`config.mk`:
```
export PLATFORM = sky130hd
export DESIGN_NAME = eight_bit_adder_substractor
export DESIGN_NICKNAME = d
export VERILOG_FILES = /design/src/rtl/eight_bit_adder_substractor_pkg.sv /design/src/rtl/eight_bit_adder_substractor_full_adder.sv /design/src/rtl/eight_bit_adder_substractor.sv
export SDC_FILE = /design/constraint.sdc
export NUM_CORES = 1
export LEC_CHECK = 0
export CORE_MARGIN = 2
export CORE_UTILIZATION = 46
export CTS_BUF_LIST = sky130_fd_sc_hd__clkbuf_2 sky130_fd_sc_hd__clkbuf_4 sky130_fd_sc_hd__clkbuf_8
export DETAILED_ROUTE_END_ITERATION = 8
export PLACE_DENSITY_LB_ADDON = 0.2
export SYNTH_ARGS = -nofsm -noshare
export SYNTH_HDL_FRONTEND = slang
export SYNTH_SLANG_ARGS = --single-unit
```
`constraint.sdc`:
```
create_clock -name clk -period 1.3 [get_ports clk]
set_input_delay 0.39 -clock clk [delete_from_list [all_inputs] [get_ports clk]]
set_output_delay 0.39 -clock clk [all_outputs]
set_load 0.02 [all_outputs]
```
`src/rtl/eight_bit_adder_substractor_pkg.sv`:
```
// Shared constants for the 8-bit adder/subtractor datapath leaf.
// Opcode values match the sel pin: 0 adds, 1 subtracts.
package eight_bit_adder_substractor_pkg;

   localparam int   AS_WIDTH = 8;
   localparam logic OP_ADD   = 1'b0;
   localparam logic OP_SUB   = 1'b1;

   // Registered result bundle; vectors keep the MSB-at-index-0 ordering of the ports.
   typedef struct packed {
      logic [0:AS_WIDTH-1] s;
      logic                cout;
      logic                ovf;
   } as_result_t;

endpackage

```
`src/rtl/eight_bit_adder_substractor_full_adder.sv`:
```
// Single-bit full adder, the ripple cell of the adder/subtractor chain.
module full_adder (
   input  logic a,
   input  logic b,
   input  logic cin,
   output logic sum,
   output logic cout
);

   assign sum  = a ^ b ^ cin;
   assign cout = (a & b) | (cin & (a ^ b));

endmodule

```
`src/rtl/eight_bit_adder_substractor.sv`:
```
// 8-bit ripple-carry adder/subtractor with registered sum, carry and signed overflow.
// Index 0 is the MSB throughout; the carry ripples from index 7 up to index 0.
module eight_bit_adder_substractor
   import eight_bit_adder_substractor_pkg::*;
(
   input  logic                clk,
   input  logic                rst,
   input  logic [0:AS_WIDTH-1] a,
   input  logic [0:AS_WIDTH-1] b,
   input  logic                sel,
   input  logic                enable,
   output logic [0:AS_WIDTH-1] s,
   output logic                cout,
   output logic                ovf
);

   logic [0:AS_WIDTH-1] bx;
   logic [0:AS_WIDTH-1] sum;
   // c[i+1] is the carry into stage i, c[i] its carry out; c[AS_WIDTH] is the LSB carry-in.
   logic [0:AS_WIDTH]   c;
   as_result_t          nxt;
   as_result_t          res_q;

   // Subtract is a + ~b + 1, so sel both inverts b and supplies the +1.
   assign bx        = b ^ {AS_WIDTH{sel}};
   assign c[AS_WIDTH] = sel;

   genvar i;
   generate
      for (i = 0; i < AS_WIDTH; i++) begin : g_fa
         full_adder u_fa (
            .a    (a[i]),
            .b    (bx[i]),
            .cin  (c[i+1]),
            .sum  (sum[i]),
            .cout (c[i])
         );
      end
   endgenerate

   always_comb begin
      nxt      = '0;
      nxt.s    = sum;
      nxt.cout = c[0];
      nxt.ovf  = c[0] ^ c[1];
   end

   always_ff @(posedge clk or posedge rst) begin
      if (rst)
         res_q <= '0;
      else if (enable)
         res_q <= nxt;
   end

   assign s    = res_q.s;
   assign cout = res_q.cout;
   assign ovf  = res_q.ovf;

endmodule

```
==> flow_summary.toml <==
[final_layout]
fin_nets = 131
n_fill_cell = 71
syn_to_final_growth_pct = 64.1
postLayoutCoreUtil_pct = 83.8
final_cell_mix = "buf_4, clkdlybuf4s50_1, buf_2"
drive_gt1_share_pct = 62.7
antenna_cells = 0
instances_no_fill = 117
final_common_cell = "buf_4"

[routing]
wire_per_inst_um = 14.5
wl_met1_um = 563
wl_um = 1690
drtIter0Drc = 4
met3WireLength_um = 90
vias = 558
dr_wl_met2_um = 997
vias_per_cell = 4.77
drc_errors = 0
dr.max_layer_used = "met4"
dr.pass1.iters = 4
ant_nets = 0

[synth]
synthAdderAreaFrac_pct = 20.3
synth-xor-area-share_pct = 11.4
synthTopCellsByArea = "dfrtp_1, fa_1, xnor2_1"
synthMuxAreaShare_pct = 10.2
synthSimpleGateAreaFrac_pct = 4.72
synth-compound-area-share_pct = 6.53
synth_area_um2 = 689
syn_inst = 55
synth_top_area_share_pct = 36.3
synth_top_family_by_area = "adder cells"
synth.ff_latch_count = 10
syn_nets = 82
ys.warnings.count = 0
synth_top_cell_by_area = "dfrtp_1"
seq_area_frac_synth_pct = 36.3
syn_avg_cell_area_um2 = 12.5
synthDistinctLibCells = 14

[placement]
numPortBuffers = 29
dpl.hpwl_um = 1280
gp_congestion = 0.704
placedCellCount = 114

[worst_setup_path]
worstPathMaxFanout = 4
crit_chain = "buf_12 -> xnor2_4 -> fa_2 -> fa_2 -> fa_2 -> fa_2 -> inv_2 -> fa_2 -> inv_2 -> fa_2 -> inv_2 -> fa_2 -> mux2_4"
cp_common_cell = "fa_2"
cpPeakStageDelay_ns = 0.43
cp.buffers_inverters = 4
cp_slowest_cell = "fa_2"
arrival_ns = 3.43
timing.rr.start = "cout$_DFFE_PP0P_"
critical_path_required_ns = 1.46
crit_type = "primary input to flop"
critPathCaptureType = "flop"
rr_endpoint = "cout$_DFFE_PP0P_"
r2r_slack_ns = 0.41
r2r_cells = 2
start_kind = "primary input"
crit_family = "adder cells"

[clocking]
cts.sinks = 10
clk_latency_ns = 0.27
cts_buffer_depth = 2
cts_buffers = 3
cts_tree = "built"
path_clk_slew_ns = 0.07
cts_hold_buffers = 0
cts-htree-levels = 1
cts_root_buf = "clkbuf_4"

[sta]
hold_viol_final = 0
fin_crit_ns = 3.27
rsz0062_at_grt = "yes"
timing_max_transition_violations_final = 0
whs_ns = 0.394
worst_pin_slew_ns = 0.390
timing.final.crit_share_pct = 252
relSlewSlack_pct = 74.0
layout_setup_ws_ns = -1.97
fin_skew_ns = 0
max_freq_mhz = 306
finalSetupViolCount = 8

[job]
drv_cap = 0

[die]
ios = 30
coreArea_um2 = 1350
floorplan.initialDensity_pct = 51.1
die_area_um2 = 1820
die_w_um = 42.7
die_y_um = 42.7
rows = 13

[global_routing]
grt_pass1_wl_um = 2560
antenna_found_initial = 0
grt_overflow_total = 0
grt_max_degree = 11
grtUsageTotal_pct = 20.0
grt_pass1_vias = 564

[run_status]
run_status = "finished with violations"
violations = "negative setup slack"

[pwr]
p_leak_nw = 0.529
peakVddDrop_v = 0.000770
p_per_area_nw_per_um2 = 1210

[hold_path]
hold_path.class = "primary input to async pin"
-- cells in the mapped netlist, drive strengths merged --
cell and number:
inv 9, dfrtp 10, nor2 6, xnor2 7
mux2 4, mux2i 1, xor2 2, fa 7
a21oi 6, buf 3
-- routing by layer --
metal / vias to the layer above / GRT usage, %
met2: 27 / 35.2
met5: - / 0
li1: 258 / -
met4: 0 / 11.3
met1: 269 / 21.3
met3: 4 / 5.11
-- report_power, final --
part	internal, mW	leakage [nW]	switching (mW)
Clock	0.107	0.0138	0.115
Combinational	0.390	0.402	0.320
Sequential	0.390	0.114	0.0434
-- flip-flops by register name (all words and copies together) (netlist names) --
register,cells
s,8
cout,1
ovf,1
-- per-stage QoR --
step                worst slack [ns]  setup TNS (ns)  power (mW)  area, um2
floorplan                      -2.13          -11.11       0.798        736
global placement               -2.68          -16.33        1.17       1130
detailed placement             -2.72          -16.84        1.20       1130
CTS                            -2.22          -11.34        1.38       1120
global route                   -2.03           -9.89        1.43       1130
finish                         -1.97           -9.58        1.37       1130
-- repair_timing --
item	4_1_cts	5_1_grt
gates resized for setup	61	15
buffers inserted	1	0
endpoints found under the hold margin	0	0
setup endpoints to repair	19	11
pin swaps	7	9
-- final cells by class --
class | instances | area, um2 | area share [%]
Clock buffer | 3 | 22.5 | 1.99
Multi-Input combinational cell | 33 | 422 | 37.3
Inverter | 9 | 33.8 | 2.99
Tap cell | 15 | 18.8 | 1.66
Sequential cell | 10 | 250 | 22.1
Timing Repair Buffer | 47 | 384 | 34.0
-- cell families (layout without fill, tap and decap cells) --
| family | count (synthesis) | count (layout) |
|---|---|---|
| buf+inv | 12 | 59 |
| flops | 10 | 10 |
| xor+xnor | 9 | 9 |
| fa+ha+maj | 7 | 7 |
| compound gates | 6 | 6 |
| simple gates | 6 | 6 |
| mux | 5 | 5 |
-- worst max-delay path by stage --
stage          depth (start not counted)  slack (ns)  from          endpoint
2_1_floorplan                         13       -2.13   sel  s[0]$_DFFE_PP0P_
3_3_place_gp                          13       -2.68   sel  s[0]$_DFFE_PP0P_
3_5_place_dp                          13       -2.72   sel  s[0]$_DFFE_PP0P_
4_1_cts                               13       -2.22  b[7]  s[0]$_DFFE_PP0P_
5_1_grt                               13       -2.03   sel  s[0]$_DFFE_PP0P_
6_report                              13       -1.97   sel  s[0]$_DFFE_PP0P_
Power figures use the tool's default switching activity.
